**src/rtl/mat4x2_pkg.sv**
```systemverilog
// Shared constants and types for the streaming 4x2-by-2x2 matrix multiplier.
// Holds the operand-register map (A elements first, then B) and the FSM state type.
package mat4x2_pkg;

  localparam int unsigned N_ELEM = 12;  // operands per matrix pair
  localparam int unsigned N_A    = 8;   // elements of the 4x2 matrix A
  localparam int unsigned N_RES  = 8;   // dot products per matrix pair

  localparam int unsigned A_BASE = 0;   // A0..A7 occupy operand regs 0..7
  localparam int unsigned B_BASE = 8;   // B0..B3 occupy operand regs 8..11

  typedef enum logic {
    LOAD,
    OUT
  } state_e;

endpackage

```
**src/rtl/mat4x2_stream_mul_dot2_mul.sv**
```systemverilog
// Combinational two-term unsigned dot product: s = a0*b0 + a1*b1.
// Ports:
//   i_a0, i_b0, i_a1, i_b1 : DW-bit unsigned operands
//   o_s                    : (2*DW+1)-bit sum, wide enough that it never wraps
module dot2_mul #(
  parameter int unsigned DW = 4
) (
  input  logic [DW-1:0]   i_a0,
  input  logic [DW-1:0]   i_b0,
  input  logic [DW-1:0]   i_a1,
  input  logic [DW-1:0]   i_b1,
  output logic [2*DW:0]   o_s
);

  logic [2*DW-1:0] w_p0;
  logic [2*DW-1:0] w_p1;

  always_comb begin
    w_p0 = i_a0 * i_b0;
    w_p1 = i_a1 * i_b1;
    // Zero-extend both products before adding so the carry is kept.
    o_s  = {1'b0, w_p0} + {1'b0, w_p1};
  end

endmodule

```
**src/rtl/mat4x2_stream_mul.sv**
```systemverilog
// Streaming 4x2-by-2x2 matrix multiplier.
// Loads A0..A7 then B0..B3 one element per input handshake, then emits the
// eight results S_k = A[2r]*B[c] + A[2r+1]*B[c+2] (r = k>>1, c = k&1) one per
// output handshake. Loading and draining never overlap.
// Ports:
//   clk, rst              : clock and synchronous active-high reset
//   in_valid/in_ready/in_data      : operand input stream
//   out_valid/out_ready/out_data   : result output stream
//   out_idx               : index k of the presented result
//   out_last              : high while S7 is presented
//   busy                  : high from first accepted operand until S7 handshake
module mat4x2_stream_mul
  import mat4x2_pkg::*;
#(
  parameter int unsigned DW = 4,
  parameter int unsigned OW = 2 * DW + 1
) (
  input  logic          clk,
  input  logic          rst,
  input  logic          in_valid,
  output logic          in_ready,
  input  logic [DW-1:0] in_data,
  output logic          out_valid,
  input  logic          out_ready,
  output logic [OW-1:0] out_data,
  output logic [2:0]    out_idx,
  output logic          out_last,
  output logic          busy
);

  state_e          r_state;
  state_e          w_state_d;
  logic [3:0]      r_cnt;
  logic [DW-1:0]   r_ops [N_ELEM];
  logic [OW-1:0]   r_out_data;
  logic [2:0]      r_out_idx;

  logic            w_in_hs;
  logic            w_out_hs;
  logic            w_load_done;
  logic [DW-1:0]   w_ops [N_ELEM];
  logic [2:0]      w_k;
  logic [3:0]      w_ia0;
  logic [3:0]      w_ia1;
  logic [3:0]      w_ib0;
  logic [3:0]      w_ib1;
  logic [2*DW:0]   w_dot;

  always_comb begin
    in_ready    = (r_state == LOAD);
    out_valid   = (r_state == OUT);
    out_data    = r_out_data;
    out_idx     = r_out_idx;
    out_last    = (r_out_idx == 3'd7) & out_valid;
    busy        = (r_state == OUT) | (r_cnt != 4'd0);
    w_in_hs     = in_valid & in_ready;
    w_out_hs    = out_valid & out_ready;
    w_load_done = w_in_hs & (r_cnt == 4'(N_ELEM - 1));
  end

  // Operand view with the element being accepted this cycle forwarded in, so
  // S0 can be formed on the same edge that captures B3.
  always_comb begin
    w_ops = r_ops;
    if (w_in_hs) begin
      w_ops[r_cnt] = in_data;
    end
  end

  // Next result index: 0 when leaving LOAD, k+1 while draining.
  always_comb begin
    w_k   = (r_state == LOAD) ? 3'd0 : r_out_idx + 3'd1;
    w_ia0 = 4'(A_BASE) + {1'b0, w_k[2:1], 1'b0};
    w_ia1 = 4'(A_BASE) + {1'b0, w_k[2:1], 1'b1};
    w_ib0 = 4'(B_BASE) + {3'b000, w_k[0]};
    w_ib1 = 4'(B_BASE) + 4'd2 + {3'b000, w_k[0]};
  end

  dot2_mul #(
    .DW (DW)
  ) u_dot2_mul (
    .i_a0 (w_ops[w_ia0]),
    .i_b0 (w_ops[w_ib0]),
    .i_a1 (w_ops[w_ia1]),
    .i_b1 (w_ops[w_ib1]),
    .o_s  (w_dot)
  );

  always_comb begin
    w_state_d = r_state;
    unique case (r_state)
      LOAD: if (w_load_done) w_state_d = OUT;
      OUT:  if (w_out_hs && r_out_idx == 3'd7) w_state_d = LOAD;
      default: w_state_d = LOAD;
    endcase
  end

  always_ff @(posedge clk) begin
    if (rst) begin
      r_state    <= LOAD;
      r_cnt      <= 4'd0;
      r_out_data <= '0;
      r_out_idx  <= 3'd0;
      for (int i = 0; i < N_ELEM; i++) begin
        r_ops[i] <= '0;
      end
    end else begin
      r_state <= w_state_d;
      if (w_in_hs) begin
        r_ops[r_cnt] <= in_data;
        r_cnt        <= w_load_done ? 4'd0 : r_cnt + 4'd1;
      end
      if (w_load_done) begin
        r_out_data <= OW'(w_dot);
        r_out_idx  <= 3'd0;
      end else if (w_out_hs && r_out_idx != 3'd7) begin
        r_out_data <= OW'(w_dot);
        r_out_idx  <= w_k;
      end
    end
  end

endmodule

```
**config.mk**
```make
export PLATFORM = sky130hd
export DESIGN_NAME = mat4x2_stream_mul
export DESIGN_NICKNAME = d
export VERILOG_FILES = /design/src/rtl/mat4x2_pkg.sv /design/src/rtl/mat4x2_stream_mul_dot2_mul.sv /design/src/rtl/mat4x2_stream_mul.sv
export SDC_FILE = /design/constraint.sdc
export NUM_CORES = 1
export LEC_CHECK = 0
export CAP_MARGIN = 20
export CORE_MARGIN = 10
export CORE_UTILIZATION = 30
export CTS_CLUSTER_DIAMETER = 150
export DETAILED_ROUTE_END_ITERATION = 8
export PLACE_DENSITY = 0.54
export SLEW_MARGIN = 30
export SYNTH_ARGS = -nofsm -noshare
export SYNTH_HDL_FRONTEND = slang
export SYNTH_HIERARCHICAL = 1
export SYNTH_SLANG_ARGS = --single-unit
```
**constraint.sdc**
```tcl
create_clock -name clk -period 6.88 [get_ports clk]
set_input_delay 1.72 -clock clk [delete_from_list [all_inputs] [get_ports clk]]
set_output_delay 1.72 -clock clk [all_outputs]
set_load 0.01 [all_outputs]
```
-- Yosys cells after proc, flatten, opt, wreduce, memory -nomap -nowiden
Cells that the tools add are included.
- add/sub/neg operators: 5
- $mul: 2
- $lt $le $gt $ge: 6
- equal/unequal tests: 3
- mux-type cells: 23
- bitwise operators: 11
- reductions and logical operators: 6
- operator list (kind ; count):
    4-bit binary-select mux with 4-bit select ; 4
    48-bit bitwise mux ; 1
    48-bit 2-to-1 mux ; 1
    4-bit 2-to-1 mux ; 10
    5-bit greater-or-equal comparator, second input constant ; 5
    9-bit 2-to-1 mux ; 2
    4-bit demux with 4-bit select ; 1
    4-bit by 4-bit multiplier with 8-bit output ; 2
    4-bit NOT with 5-bit output ; 3
    3-bit NOT with 5-bit output ; 2
    8-bit by 8-bit adder with 9-bit output ; 1
    4-bit by 1-bit adder with 4-bit output, first input constant ; 2
    5-bit by 1-bit less-than comparator with 1-bit output, second input constant ; 1
    4-bit by 1-bit adder with 4-bit output, second input constant ; 1
    1-bit AND ; 4
    4-bit == test, second input constant ; 1
    4-bit nonzero test ; 1
    3-bit by 1-bit adder with 3-bit output, second input constant ; 1
    3-bit == test, second input constant ; 1
    1-bit logical AND ; 3
    3-bit 2-to-1 mux ; 1
    3-bit != test, second input constant ; 1
    1-bit 2-to-1 mux ; 2
    1-bit one-hot mux with 2 select lines ; 1
    4 further kinds ; 4
- register bits: 65
- output and inout bits: 16
- logic and storage cells: 72

-- Depth between registers and ports, before layout
- word-level depth: 14
- gate-level depth with buffers: 22
- depth with buffers taken out: 21

-- Cells and area by module
The synthesis kept the hierarchy.
- modules (own cells, without submodules) (module ; times used ; cells an instance ; area an instance (um^2) ; sequential area each (um^2)):
    mat4x2_stream_mul ; 1 ; 361 ; 3009.1 ; 1301.2
    dot2_mul ; 1 ; 126 ; 1089.8 ; 0.0

-- Worst setup path before layout
OpenSTA, ideal clock, no wires.
- path kind: input to register
- start: input port in_valid
- end: register r_out_data[8], in the netlist out_data[8]
- arrival time: 6.133 ns
- slack: 0.619 ns
- stages on the path: 18
- buffers on the path: 0
- cell sequence: nor4b_4 -> and3_1 -> nor4_1 -> a211oi_1 -> nand2_1 -> fa_1 -> fa_1 -> inv_1 -> fa_1 -> inv_1 -> fa_1 -> inv_1 -> fa_1 -> a211oi_1 -> or4b_1 -> o2111ai_1 -> mux2i_1 -> nor2_1
- longest elaborated chain between the ends: 9
- ends and longest elaborated chain (element ; line ; RTL):
    start, declared ; mat4x2_stream_mul.sv:20 ; input logic in_valid,
    1-bit AND * ; mat4x2_stream_mul.sv:56 ; w_in_hs = in_valid & in_ready;
    48-bit 2-to-1 mux * ; mat4x2_stream_mul.sv:65 ; if (w_in_hs) begin
    4-bit binary-select mux with 4-bit select (on tied branches) ; - ;
    4-bit 2-to-1 mux (on tied branches) (2 in series) ; - ;
    4-bit by 4-bit multiplier with 8-bit output (on tied branches) ; mat4x2_stream_mul_dot2_mul.sv:19, mat4x2_stream_mul_dot2_mul.sv:20 ;
    8-bit by 8-bit adder with 9-bit output * ; mat4x2_stream_mul_dot2_mul.sv:22 ; o_s = {1'b0, w_p0} + {1'b0, w_p1};
    net w_dot[8] ; mat4x2_stream_mul.sv:47 ; logic [2*DW:0] w_dot;
    9-bit 2-to-1 mux ; mat4x2_stream_mul.sv:116 ; end else if (w_out_hs && r_out_idx != 3'd7) begin
    9-bit 2-to-1 mux * ; mat4x2_stream_mul.sv:113 ; if (w_load_done) begin
    end signal, assigned ; mat4x2_stream_mul.sv:114 ; r_out_data <= OW'(w_dot);
    end signal, assigned ; mat4x2_stream_mul.sv:117 ; r_out_data <= OW'(w_dot);
    end, declared ; mat4x2_stream_mul.sv:35 ; logic [OW-1:0] r_out_data;
Mark *: on every way through the listed nets, which the timed path passes. The rest lies on a longest branch. The select of a mux whose other input is x is not followed.
A chain may end at the register's enable or synchronous reset.

-- Worst setup path in the final report
Ends and elaborated chain as after synthesis.

==> results by group <==
Critical path
  – Depth of the most critical reg-to-reg path: 19
  – Crit-path leading delay family: adder cells
  – Worst R2R End: out_data[8]
  – Cell mode on critical path: fa_1
  – Worst path required time: between 7 and 8 ns
  – Setup crit end: out_data[8]
  – Worst setup path class: input port to register
  – Worst path depth: 20
  – WP data arrival: 6.54 ns
  – R2r startpoint: out_idx[0]
  – Critical Path Source Type: input port
  – Highest-delay cell along the critical path: fa_1
  – CP cell instances: dlymetal6s2s_1 > nor4b_4 > buf_4 > and3_1 > o32ai_1 > a211oi_2 > nand2_1 > fa_1 > fa_1 > inv_1 > fa_1 > inv_1 > fa_1 > inv_1 > fa_1 > a211oi_2 > or4b_1 > o2111ai_1 > mux2i_1 > nor2_1
  – CP max FO: 5
  – R2R setup slack: approximately 1.2 ns
  – Critical Path Sink Type: register
  – Worst path bufs/invs: 5
  – CP peak stage delay: ~0.54 ns
  – Crit. Startpoint: in_valid

Route
  – Routed len/inst: ~15 microns
  – Via-to-Cell Ratio: 4.88
  – DRC viols: 0
  – Routed WL: about 11000 microns
  – Via count: around 3500
  – Drt first pass iters: 5
  – Final ANT Viol Nets: 0
  – DRT iter0 DRCs: around 160

Timing
  – Endpoints failing setup: 0
  – Number of hold violations in the final report: 0
  – Slew margin rel.: 53.0%
  – Clock Skew: roughly 0.011 ns
  – Measured slew at the worst slew-check pin: roughly 0.71 ns
  – RSZ-0062 raised after global routing: false
  – Final Cycle Share: between 90 and 100%
  – Setup TNS: 0 ns
  – Slew Limit Fails: 0
  – FMAX: around 0.16 GHz
  – Fin crit period: ~6.3 ns
  – Worst setup margin: 0.532 ns

Cells and area
  – Fillers: approximately 1300
  – Layout cell share with drive strength beyond 1: roughly 15%
  – Total Nets Final: around 590
  – Area Growth Syn to Fin: 25.1%
  – Ant. Diodes: 0

Synth
  – Post-Synthesis Cells: between 400 and 500
  – Synth Area in Simple Gates: between 20% and 30%
  – Post-synth ARST share: 0%
  – Sequential area share after synthesis: around a third
  – Netlist cell types: 47
  – Synth Flop Type: dfxtp_1
  – Post-synth EDFFs: 0
  – Syn nets: between 500 and 600
  – Xor and xnor area share after synthesis: under 10%
  – Compound-Gate Fraction of Synth Area: 13.7%
  – Mux cell area share after synthesis: under 10%
  – Syn Area/Cell: 8.42 sq um
  – Synth Register Bits: between 60 and 70
  – Largest family of logic cells by synthesized area: simple AND/OR/NAND/NOR gates
  – Yosys warnings: 6
  – Post-Syn Area: 0.00410 sq mm
  – Adder-cell share of the synthesized area: 17.0%

Status
  – Status: finished clean

Clock tree
  – Root Driver: clkbuf_16
  – CTS tree: done
  – Worst-path clk slew: 0.06 ns
  – TritonCTS Buffers: 9
  – H-tree level count: 3
  – Cts hold-fix bufs: 0
  – Skew-Pair Late Insertion Delay: 0.34 ns
  – Clock sinks: between 60 and 70
  – Clock tree buffer depth: 2

Floorplan
  – Starting Density: a little under a third
  – Die Span X: roughly 140 microns
  – Core Area: ~0.013 sq mm
  – Full die area: roughly 0.019 sq mm
  – FP Rows: 42
  – I/O pin total: 24
  – Die Ht: about 140 microns

Placement
  – Port-buffer cells: 23
  – Worst slack at placement: -0.252 ns
  – Post-DP HPWL: about 7900 microns
  – GPL Wtd Cong: 0.849

Power
  – Pwr dens: between 150 and 200 mW/mm^2
  – Leak: between 0.002 and 0.0025 uW
  – VDD IR max: about 130 uV

Global routing
  – Total gr overflow: 0
  – Number of global-route vias before repair: 3452
  – GRT Total Usage: between 10% and 20%
  – Initial antenna violation count: 0
  – Wire length of the first global-routing pass: ~18000 microns
  – Pin count of the biggest net entering global routing: between 60 and 70

Job
  – Max-cap violations: 0

Worst hold path
  – Hold crit path type: register to register
cell type report:
cell class	count	area (sq um)	area share [%]
clock buffers	11	253	4.93
clock inverters	5	60.1	1.17
inverters	39	146	2.86
multi-input cells	354	2550	49.8
flip-flops and latches	65	1300	25.4
well taps	176	220	4.30
repair buffers	71	591	11.5
metal layers:
metal  up-vias  track usage, %  share of wire (%)  routed length (microns)
met5         -               0                  0                        0
met4         0            3.04                1.0                      110
met3         9            3.19                4.0                      426
met2        54            20.5                 50                     5310
met1      1694            14.1                 45                     4740
li1       1765               -                  -                        -
cell usage after synthesis, drive strengths merged (3+ instances only):
| master | instances | share of area [%] |
|---|---|---|
| mux2i | 27 | 6.6 |
| nand2 | 57 | 5.3 |
| inv | 39 | 3.6 |
| o22ai | 4 | 0.61 |
| ha | 27 | 8.2 |
| o21ai | 10 | 1.2 |
| and2 | 28 | 4.3 |
| a31oi | 5 | 0.76 |
| nand2b | 3 | 0.46 |
| nand4 | 3 | 0.46 |
| dfxtp | 65 | 32 |
| and3 | 4 | 0.61 |
| fa | 18 | 8.8 |
| a21oi | 43 | 5.3 |
| nor3 | 10 | 1.2 |
| nor2 | 44 | 4.0 |
| o2111ai | 3 | 0.64 |
| xor2 | 3 | 0.64 |
| o32ai | 6 | 2.0 |
| a211oi | 6 | 1.2 |
| o221ai | 3 | 0.64 |
| nand3 | 25 | 3.1 |
| buf | 12 | 1.7 |
| clkbuf | 17 | 1.6 |
logic make-up after synthesis:
| logic type | Yosys count |
|---|---|
| compound gates | 87 |
| xor+xnor | 5 |
| fa+ha+maj | 45 |
| buf+inv | 68 |
| flops | 65 |
| mux | 29 |
| simple gates | 188 |
how the worst min path moves through the flow:
stage / start / endpoint / slack, ns / cells past startpoint
floorplan: r_ops[25] / r_ops[25] / 0.43 / 2
global placement: r_ops[25] / r_ops[25] / 0.44 / 2
detailed placement: r_ops[34] / r_ops[34] / 0.45 / 2
CTS: r_ops[19] / r_ops[19] / 0.46 / 2
global route: r_ops[21] / r_ops[21] / 0.47 / 2
finish: r_ops[34] / r_ops[34] / 0.45 / 2
through the flow:
stage	util (%)	hold slack, ns	total power (uW)	instances	cell area, sq um
6_report	38.6	0.452	934	721	5130
3_3_place_gp	35.9	0.436	460	704	4770
5_1_grt	38.6	0.469	970	721	5130
2_1_floorplan	-	0.429	427	487	4100
3_5_place_dp	35.9	0.447	461	704	4780
4_1_cts	38.3	0.456	943	720	5090
flip-flops by register name, summed over array words and instances, names as in the netlist:
register,flops
out_data,9
r_cnt,4
r_ops,48
out_idx,3
out_valid,1
report_power, final:
part,switching [uW],internal (uW)
clock network,178,302
logic,40.5,29.8
registers,2.67,381
worst reg2reg max path, stage by stage, from the launching register on:
cell	delay, ns
dfxtp_1	0.34
ha_1	0.21
ha_1	0.45
nand2_1	0.44
nor2_1	0.18
a211oi_2	0.32
nand2_1	0.13
fa_1	0.52
fa_1	0.54
inv_1	0.05
fa_1	0.53
inv_1	0.05
fa_1	0.52
inv_1	0.07
fa_1	0.48
a211oi_2	0.24
or4b_1	0.15
o2111ai_1	0.11
mux2i_1	0.15
nor2_1	0.05
cells in the final DEF (no fill, tap or decap), drive strengths merged, types with 2 or more instances in the layout:
cell / count
nand3b: 2
inv: 41
or4b: 2
o221ai: 3
o2111ai: 3
nand4: 3
a21boi: 2
ha: 27
mux2i: 27
xor2: 3
nand2b: 3
a31oi: 5
a21oi: 43
a21o: 2
a32oi: 2
fa: 18
nor2b: 2
nor3: 10
o32ai: 6
nand3: 25
and2: 28
buf: 49
o21ai: 10
and3: 4
a211oi: 6
mux2: 2
clkbuf: 11
xnor2: 2
clkdlybuf4s50: 21
nor4: 2
dfxtp: 65
nand2: 57
o22ai: 4
nor2: 44
repair_timing:
| action | CTS | global route |
|---|---|---|
| gates resized for setup | 0 | 7 |
| endpoints found under the setup margin | 0 | 5 |
| setup buffers | 0 | 1 |
(Power assumes the default switching activity.)
